<file path="config.mk">
export PLATFORM = sky130hd
export DESIGN_NAME = control_unit
export DESIGN_NICKNAME = d
export VERILOG_FILES = /design/src/rtl/cpu_ctrl_pkg.sv /design/src/rtl/branch_cond_eval.sv /design/src/rtl/control_unit.sv
export SDC_FILE = /design/constraint.sdc
export NUM_CORES = 1
export LEC_CHECK = 0
export ABC_CLOCK_PERIOD_IN_PS = 6200
export CAP_MARGIN = 40
export CORE_ASPECT_RATIO = 0.6
export CORE_MARGIN = 2
export CORE_UTILIZATION = 42
export DETAILED_ROUTE_END_ITERATION = 8
export GPL_TIMING_DRIVEN = 0
export PLACE_DENSITY = 0.95
export SYNTH_ARGS = -nofsm -noshare
export SYNTH_HDL_FRONTEND = slang
export SYNTH_SLANG_ARGS = --single-unit
</file>
<file path="constraint.sdc">
create_clock -name clk -period 6.2 [get_ports clk]
set_input_delay 0.93 -clock clk [delete_from_list [all_inputs] [get_ports clk]]
set_output_delay 0.93 -clock clk [all_outputs]
set_load 0.005 [all_outputs]
</file>
<file path="src/rtl/cpu_ctrl_pkg.sv">
// Shared encodings for the LEGv8 multi-cycle control unit: states, opcodes,
// ALU function codes, mux selects, condition codes and the control word.
package cpu_ctrl_pkg;

  typedef enum logic [1:0] {
    ST_FETCH = 2'd0,
    ST_EXEC  = 2'd1,
    ST_MEM   = 2'd2,
    ST_HALT  = 2'd3
  } state_e;

  typedef enum logic [4:0] {
    OP_ADD, OP_SUB, OP_AND, OP_ORR, OP_EOR, OP_ADDS, OP_SUBS, OP_LSL, OP_LSR,
    OP_ADDI, OP_SUBI, OP_ANDI, OP_ORRI, OP_EORI,
    OP_LDUR, OP_STUR, OP_B, OP_CBZ, OP_CBNZ, OP_BCOND, OP_BAD
  } op_e;

  // R-type and D-type opcodes, IR[31:21]
  localparam logic [10:0] OPC_ADD  = 11'b10001011000;
  localparam logic [10:0] OPC_SUB  = 11'b11001011000;
  localparam logic [10:0] OPC_AND  = 11'b10001010000;
  localparam logic [10:0] OPC_ORR  = 11'b10101010000;
  localparam logic [10:0] OPC_EOR  = 11'b11001010000;
  localparam logic [10:0] OPC_ADDS = 11'b10101011000;
  localparam logic [10:0] OPC_SUBS = 11'b11101011000;
  localparam logic [10:0] OPC_LSL  = 11'b11010011011;
  localparam logic [10:0] OPC_LSR  = 11'b11010011010;
  localparam logic [10:0] OPC_STUR = 11'b11111000000;
  localparam logic [10:0] OPC_LDUR = 11'b11111000010;

  // I-type opcodes, IR[31:22]
  localparam logic [9:0] OPC_ADDI = 10'b1001000100;
  localparam logic [9:0] OPC_SUBI = 10'b1101000100;
  localparam logic [9:0] OPC_ANDI = 10'b1001001000;
  localparam logic [9:0] OPC_ORRI = 10'b1011001000;
  localparam logic [9:0] OPC_EORI = 10'b1101001000;

  localparam logic [5:0] OPC_B     = 6'b000101;
  localparam logic [7:0] OPC_CBZ   = 8'b10110100;
  localparam logic [7:0] OPC_CBNZ  = 8'b10110101;
  localparam logic [7:0] OPC_BCOND = 8'b01010100;

  localparam logic [4:0] FS_AND = 5'b00000;
  localparam logic [4:0] FS_ORR = 5'b00100;
  localparam logic [4:0] FS_ADD = 5'b01000;
  localparam logic [4:0] FS_SUB = 5'b01001;
  localparam logic [4:0] FS_EOR = 5'b01100;
  localparam logic [4:0] FS_LSR = 5'b10000;
  localparam logic [4:0] FS_LSL = 5'b10100;

  localparam logic [2:0] DS_ALU = 3'b000;
  localparam logic [2:0] DS_RAM = 3'b001;
  localparam logic [2:0] DS_IR  = 3'b011;

  localparam logic [1:0] PS_HOLD = 2'b00;
  localparam logic [1:0] PS_INC  = 2'b01;
  localparam logic [1:0] PS_BR   = 2'b10;

  localparam logic [3:0] COND_EQ = 4'h0;
  localparam logic [3:0] COND_NE = 4'h1;
  localparam logic [3:0] COND_HS = 4'h2;
  localparam logic [3:0] COND_LO = 4'h3;
  localparam logic [3:0] COND_MI = 4'h4;
  localparam logic [3:0] COND_PL = 4'h5;
  localparam logic [3:0] COND_VS = 4'h6;
  localparam logic [3:0] COND_VC = 4'h7;
  localparam logic [3:0] COND_HI = 4'h8;
  localparam logic [3:0] COND_LS = 4'h9;
  localparam logic [3:0] COND_GE = 4'hA;
  localparam logic [3:0] COND_LT = 4'hB;
  localparam logic [3:0] COND_GT = 4'hC;
  localparam logic [3:0] COND_LE = 4'hD;

  typedef struct packed {
    logic        as_sel;
    logic [2:0]  ds;
    logic [1:0]  ps;
    logic        pc_sel;
    logic        k_sel;
    logic        il;
    logic        sl;
    logic [4:0]  fs;
    logic        c0;
    logic        mw;
    logic        rw;
    logic [4:0]  da;
    logic [4:0]  sa;
    logic [4:0]  sb;
    logic [63:0] k;
    logic [63:0] cu;
    logic        halted;
  } ctrl_t;

  function automatic logic [4:0] alu_fs(input op_e op);
    logic [4:0] fs;
    case (op)
      OP_SUB, OP_SUBS, OP_SUBI: fs = FS_SUB;
      OP_AND, OP_ANDI:          fs = FS_AND;
      OP_ORR, OP_ORRI:          fs = FS_ORR;
      OP_EOR, OP_EORI:          fs = FS_EOR;
      OP_LSL:                   fs = FS_LSL;
      OP_LSR:                   fs = FS_LSR;
      default:                  fs = FS_ADD;
    endcase
    return fs;
  endfunction

  // PC already points at instruction + 4 during EXEC, hence the -4.
  function automatic logic [63:0] br_offset(input logic [63:0] simm);
    return (simm << 2) - 64'd4;
  endfunction

endpackage

</file>
<file path="src/rtl/branch_cond_eval.sv">
// Evaluates a B.cond condition code against the latched {V,C,N,Z} flags.
module branch_cond_eval
  import cpu_ctrl_pkg::*;
(
  input  logic [3:0] cond_i,
  input  logic [3:0] nzcv_i,
  output logic       taken_o
);

  logic z, n, c, v;

  assign z = nzcv_i[0];
  assign n = nzcv_i[1];
  assign c = nzcv_i[2];
  assign v = nzcv_i[3];

  always_comb begin
    taken_o = 1'b1;
    case (cond_i)
      COND_EQ: taken_o = z;
      COND_NE: taken_o = !z;
      COND_HS: taken_o = c;
      COND_LO: taken_o = !c;
      COND_MI: taken_o = n;
      COND_PL: taken_o = !n;
      COND_VS: taken_o = v;
      COND_VC: taken_o = !v;
      COND_HI: taken_o = c && !z;
      COND_LS: taken_o = !(c && !z);
      COND_GE: taken_o = (n == v);
      COND_LT: taken_o = (n != v);
      COND_GT: taken_o = !z && (n == v);
      COND_LE: taken_o = !(!z && (n == v));
      default: taken_o = 1'b1;
    endcase
  end

endmodule

</file>
<file path="src/rtl/control_unit.sv">
// Multi-cycle control unit for the single-bus LEGv8 datapath: sequences
// fetch/exec/mem, decodes the instruction register and holds NZCV.
//
// state    | meaning
// ST_FETCH | load IR from ROM, PC += 4
// ST_EXEC  | execute decoded instruction (address phase for LDUR)
// ST_MEM   | LDUR write-back from RAM
// ST_HALT  | unrecognised opcode seen; idle until reset
module control_unit
  import cpu_ctrl_pkg::*;
(
  input  logic        clk,
  input  logic        rst,
  input  logic [31:0] IR_Out,
  input  logic [3:0]  SF,
  output logic        AS,
  output logic [2:0]  DS,
  output logic [1:0]  PS,
  output logic        PC_Sel,
  output logic        K_Sel,
  output logic        IL,
  output logic        SL,
  output logic [4:0]  FS,
  output logic        C0,
  output logic        MW,
  output logic        RW,
  output logic [4:0]  DA,
  output logic [4:0]  SA,
  output logic [4:0]  SB,
  output logic [63:0] K,
  output logic [63:0] CU,
  output logic        halted
);

  state_e      state, state_d;
  logic [3:0]  nzcv, nzcv_d;
  op_e         op;
  ctrl_t       ctrl, ctrl_out;
  logic        bcond_taken;
  logic [4:0]  rd, rn, rm;
  logic [63:0] k_shamt, k_imm12, k_addr9, cu_b, cu_cb;

  assign rd      = IR_Out[4:0];
  assign rn      = IR_Out[9:5];
  assign rm      = IR_Out[20:16];
  assign k_shamt = {58'd0, IR_Out[15:10]};
  assign k_imm12 = {52'd0, IR_Out[21:10]};
  assign k_addr9 = {{55{IR_Out[20]}}, IR_Out[20:12]};
  assign cu_b    = br_offset({{38{IR_Out[25]}}, IR_Out[25:0]});
  assign cu_cb   = br_offset({{45{IR_Out[23]}}, IR_Out[23:5]});

  branch_cond_eval u_branch_cond_eval (
    .cond_i  (IR_Out[3:0]),
    .nzcv_i  (nzcv),
    .taken_o (bcond_taken)
  );

  always_comb begin
    op = OP_BAD;
    case (IR_Out[31:21])
      OPC_ADD:  op = OP_ADD;
      OPC_SUB:  op = OP_SUB;
      OPC_AND:  op = OP_AND;
      OPC_ORR:  op = OP_ORR;
      OPC_EOR:  op = OP_EOR;
      OPC_ADDS: op = OP_ADDS;
      OPC_SUBS: op = OP_SUBS;
      OPC_LSL:  op = OP_LSL;
      OPC_LSR:  op = OP_LSR;
      OPC_STUR: op = OP_STUR;
      OPC_LDUR: op = OP_LDUR;
      default:  ;
    endcase
    case (IR_Out[31:22])
      OPC_ADDI: op = OP_ADDI;
      OPC_SUBI: op = OP_SUBI;
      OPC_ANDI: op = OP_ANDI;
      OPC_ORRI: op = OP_ORRI;
      OPC_EORI: op = OP_EORI;
      default:  ;
    endcase
    case (IR_Out[31:24])
      OPC_CBZ:   op = OP_CBZ;
      OPC_CBNZ:  op = OP_CBNZ;
      OPC_BCOND: op = OP_BCOND;
      default:   ;
    endcase
    if (IR_Out[31:26] == OPC_B) op = OP_B;
  end

  always_comb begin
    ctrl    = '0;
    state_d = state;
    case (state)
      ST_FETCH: begin
        ctrl.il     = 1'b1;
        ctrl.as_sel = 1'b1;
        ctrl.ds     = DS_IR;
        ctrl.ps     = PS_INC;
        state_d     = ST_EXEC;
      end
      ST_EXEC: begin
        state_d = ST_FETCH;
        case (op)
          OP_ADD, OP_SUB, OP_AND, OP_ORR, OP_EOR, OP_ADDS, OP_SUBS, OP_LSL, OP_LSR: begin
            ctrl.sa = rn;
            ctrl.sb = rm;
            ctrl.da = rd;
            ctrl.rw = 1'b1;
            ctrl.fs = alu_fs(op);
            ctrl.c0 = (op == OP_SUB) || (op == OP_SUBS);
            ctrl.sl = (op == OP_ADDS) || (op == OP_SUBS);
            if (op == OP_LSL || op == OP_LSR) begin
              ctrl.k     = k_shamt;
              ctrl.k_sel = 1'b1;
            end
          end
          OP_ADDI, OP_SUBI, OP_ANDI, OP_ORRI, OP_EORI: begin
            ctrl.sa    = rn;
            ctrl.da    = rd;
            ctrl.rw    = 1'b1;
            ctrl.k     = k_imm12;
            ctrl.k_sel = 1'b1;
            ctrl.fs    = alu_fs(op);
            ctrl.c0    = (op == OP_SUBI);
          end
          OP_STUR: begin
            ctrl.sa    = rn;
            ctrl.sb    = rd;
            ctrl.k     = k_addr9;
            ctrl.k_sel = 1'b1;
            ctrl.fs    = FS_ADD;
            ctrl.mw    = 1'b1;
          end
          OP_LDUR: begin
            ctrl.sa    = rn;
            ctrl.k     = k_addr9;
            ctrl.k_sel = 1'b1;
            ctrl.fs    = FS_ADD;
            state_d    = ST_MEM;
          end
          OP_B: begin
            ctrl.cu = cu_b;
            ctrl.ps = PS_BR;
          end
          OP_CBZ, OP_CBNZ: begin
            ctrl.sa    = rd;
            ctrl.fs    = FS_ADD;
            ctrl.k_sel = 1'b1;
            ctrl.cu    = cu_cb;
            ctrl.ps    = ((op == OP_CBZ) == SF[0]) ? PS_BR : PS_HOLD;
          end
          OP_BCOND: begin
            ctrl.cu = cu_cb;
            ctrl.ps = bcond_taken ? PS_BR : PS_HOLD;
          end
          default: state_d = ST_HALT;
        endcase
      end
      ST_MEM: begin
        ctrl.sa    = rn;
        ctrl.k     = k_addr9;
        ctrl.k_sel = 1'b1;
        ctrl.fs    = FS_ADD;
        ctrl.ds    = DS_RAM;
        ctrl.da    = rd;
        ctrl.rw    = 1'b1;
        state_d    = ST_FETCH;
      end
      ST_HALT: ctrl.halted = 1'b1;
      default: state_d = ST_FETCH;
    endcase
  end

  assign nzcv_d   = (state == ST_EXEC && ctrl.sl) ? SF : nzcv;
  // Reset masks every enable so no partial write escapes mid-instruction.
  assign ctrl_out = rst ? '0 : ctrl;

  always_ff @(posedge clk) begin
    if (rst) begin
      state <= ST_FETCH;
      nzcv  <= 4'd0;
    end else begin
      state <= state_d;
      nzcv  <= nzcv_d;
    end
  end

  assign AS     = ctrl_out.as_sel;
  assign DS     = ctrl_out.ds;
  assign PS     = ctrl_out.ps;
  assign PC_Sel = ctrl_out.pc_sel;
  assign K_Sel  = ctrl_out.k_sel;
  assign IL     = ctrl_out.il;
  assign SL     = ctrl_out.sl;
  assign FS     = ctrl_out.fs;
  assign C0     = ctrl_out.c0;
  assign MW     = ctrl_out.mw;
  assign RW     = ctrl_out.rw;
  assign DA     = ctrl_out.da;
  assign SA     = ctrl_out.sa;
  assign SB     = ctrl_out.sb;
  assign K      = ctrl_out.k;
  assign CU     = ctrl_out.cu;
  assign halted = ctrl_out.halted;

endmodule

</file>
==> results.toml <==
[critical_path]
cp-start-kind = "primary input"
critPathMaxFanout = 28
r2r_slack_ns = 4.58
cp_data_arrival_time_ns = 5.12
critical_path_class = "primary input to output pin"
required_ns = 5.27
crit_path_end_kind = "output pin"

[power_and_ir_drop]
peakVddDrop_v = 0.000154
leakagePower_uw = 0.00243
power_density_nw_per_um2 = 88.0
finalPower_uw = 522

[routing]
vias = 4923
drt-total-wl_mm = 15.1
first_pass_iters = 5
ant_nets = 0
drc = 0
wl_per_cell_um = 17.5
viasPerCell = 5.74
initialDrtViolationCount = 608

[die]
die_area_sq_um = 9940
die_w_um = 127
core-area_sq_um = 8690
io_pins = 200
die_y_um = 78.0
start_util_pct = 44.2
num_rows = 26

[sta]
fin_crit_sh_pct = 97.6
fmax_ghz = 0.165
drv_slew = 0
finalSetupViolCount = 0
fin_crit_ns = 6.05
tightest_slew_ns = 0.890
finClkSkew_ns = 0.000543
relSlewSlack_pct = 40.5
rsz0062_at_grt = "no"
holdWs_ns = 0.568
setup_slack_ns = 0.147
hold_viol = 0

[job]
drv_cap = 0

[place]
gp_congestion = 1.03
place_inst = 854
io_buffers = 181
dp_hpwl_mm = 12.1
pre_cts_ws_ns = -0.193

[layout]
stdcell_count = 858
n_fill_cell = 690
antenna_cells = 0
area_growth_pct = 54.7
num-nets-final = 800
final_cell_mix = "181 x clkdlybuf4s50_1, 97 x buf_4, 64 x nor2_1, 47 x nand2_1, 24 x xnor2_1"
final_common_cell = "clkdlybuf4s50_1"
drive_above_1_share_pct = 19.7

[clock_tree]
cts_setup_buffers = 0
htreeDepth = 1
cts_tree = "done"
numCtsBuffers = 3
clock-sinks = 6
worstSkewPairLatency_ns = 0.23
cts_hold_buf = 0
clock-root-buffer = "clkbuf_16"
cts_max_path_buffers = 2
clk_pin_slew_ns = 0.03

[synthesis]
ys_seq_area_share_pct = 3.13
ys.flop_type = "dfxtp_1"
synth_area_sq_um = 3830
syn_area_per_cell_sq_um = 6.90
synth_cell_types = 82
synthCells = 556
async_flop_share_pct = 0
yosys_warnings = 0
ys_ff_latch = 6
synth_edf_count = 0

[global_routing]
track_usage_pct = 28.1
antenna_found_initial = 0
grt_overflow = 0
grt_pass1_vias = 4435
use_met1_pct = 40.3
grt_util_met2_pct = 44.8
grt_use_met3_pct = 4.77
grt_max_degree = 56
grt_pass1_wl_mm = 23.1
grt_busiest_layer = "met2"

[hold_path]
min_path_type = "flip-flop to flip-flop"

[status]
status = "finished, final reports clean"
-- through the flow --
stage	area, sq um	util (%)	TNS, ns
2_1_floorplan	3850	-	0
3_3_place_gp	5800	66.8	-60.42
3_5_place_dp	5820	67.0	-8.56
4_1_cts	5900	67.9	0
5_1_grt	5930	68.3	0
6_report	5930	68.3	0
-- synthesized netlist by cell type, types with 4 or more instances --
library cell  count  area, sq um
buf_4            97          728
nor2_1           64          240
nand2_1          47          176
xnor2_1          24          210
a22oi_1          23          173
a21oi_1          21          105
nor3_1           20          100
clkbuf_1         19         71.3
inv_1            17         63.8
xor2_1           16          140
ha_1             14          175
a22o_1           13          114
buf_2            12         60.1
mux2i_1           9         90.1
o21ai_0           9         45.0
nor2b_1           7         43.8
o211ai_1          7         52.6
a21boi_0          6         45.0
dfxtp_1           6          120
nand3_1           6         30.0
a21o_1            5         37.5
a2bb2oi_1         5         43.8
or2_2             5         31.3
or3_1             5         31.3
or4_1             5         37.5
and2_1            4         25.0
nand4_1           4         25.0
nor3b_1           4         30.0
nor4_1            4         25.0
-- cell families after synthesis --
| group | after synthesis | synth area share [%] |
|---|---|---|
| AO/OA/AOI/OAI | 126 | 25.5 |
| XOR/XNOR | 40 | 9.14 |
| adder cells (fa/ha/maj) | 14 | 4.57 |
| buffers and inverters | 149 | 24.7 |
| flip-flops | 6 | 3.13 |
| multiplexers | 10 | 2.64 |
| other | 1 | 0.0978 |
| AND/OR/NAND/NOR | 210 | 30.2 |
-- area by class of cell --
class                   count  area (sq um)  share of cell area, %
multi-input cells         406          2820                   47.6
repair buffers            182          1830                   30.8
plain buffers             132           883                   14.9
well taps                 112           140                   2.36
flip-flops and latches      6           120                   2.02
clock buffers               3          75.1                   1.27
inverters                  17          63.8                   1.08
-- power breakdown --
group	internal, uW	leakage (uW)	switching (uW)
logic	181	0.00234	187
clock network	82.7	0.0000370	20.6
registers	44.7	0.0000489	6.19
-- worst paths after layout --
path,from,cells past startpoint,end
max,IR_Out[31],13,K[25]
min reg2reg,nzcv[0],2,nzcv[0]
max reg2reg,state[1],6,state[1]
min,nzcv[0],2,nzcv[0]
-- state kept, by name, indices dropped and copies added (netlist names) --
name / flops
nzcv: 4
state: 2
-- worst max-delay path, cell delays in order --
cell and delay [ns]:
clkdlybuf4s50_1 0.53, or4b_1 0.56, a211oi_1 0.42, or2_2 0.21
nor3_2 0.06, inv_1 0.10, ha_1 0.14, buf_2 0.20
nor2_1 0.13, o41ai_4 0.65, and2_4 0.47, buf_4 0.17
clkdlybuf4s50_1 0.53
-- metal layers --
layer,up-vias,wire length [um]
li1,2255,-
met1,2262,6400
met2,376,6490
met3,30,1950
met4,0,213
met5,-,0
-- what timing repair did --
action / CTS / global route
setup endpoints to repair: 55 / 115
gates resized for setup: 1 / 5
pin swaps: 0 / 1
cloned: 0 / 1
Power figures use the tool's default switching activity.
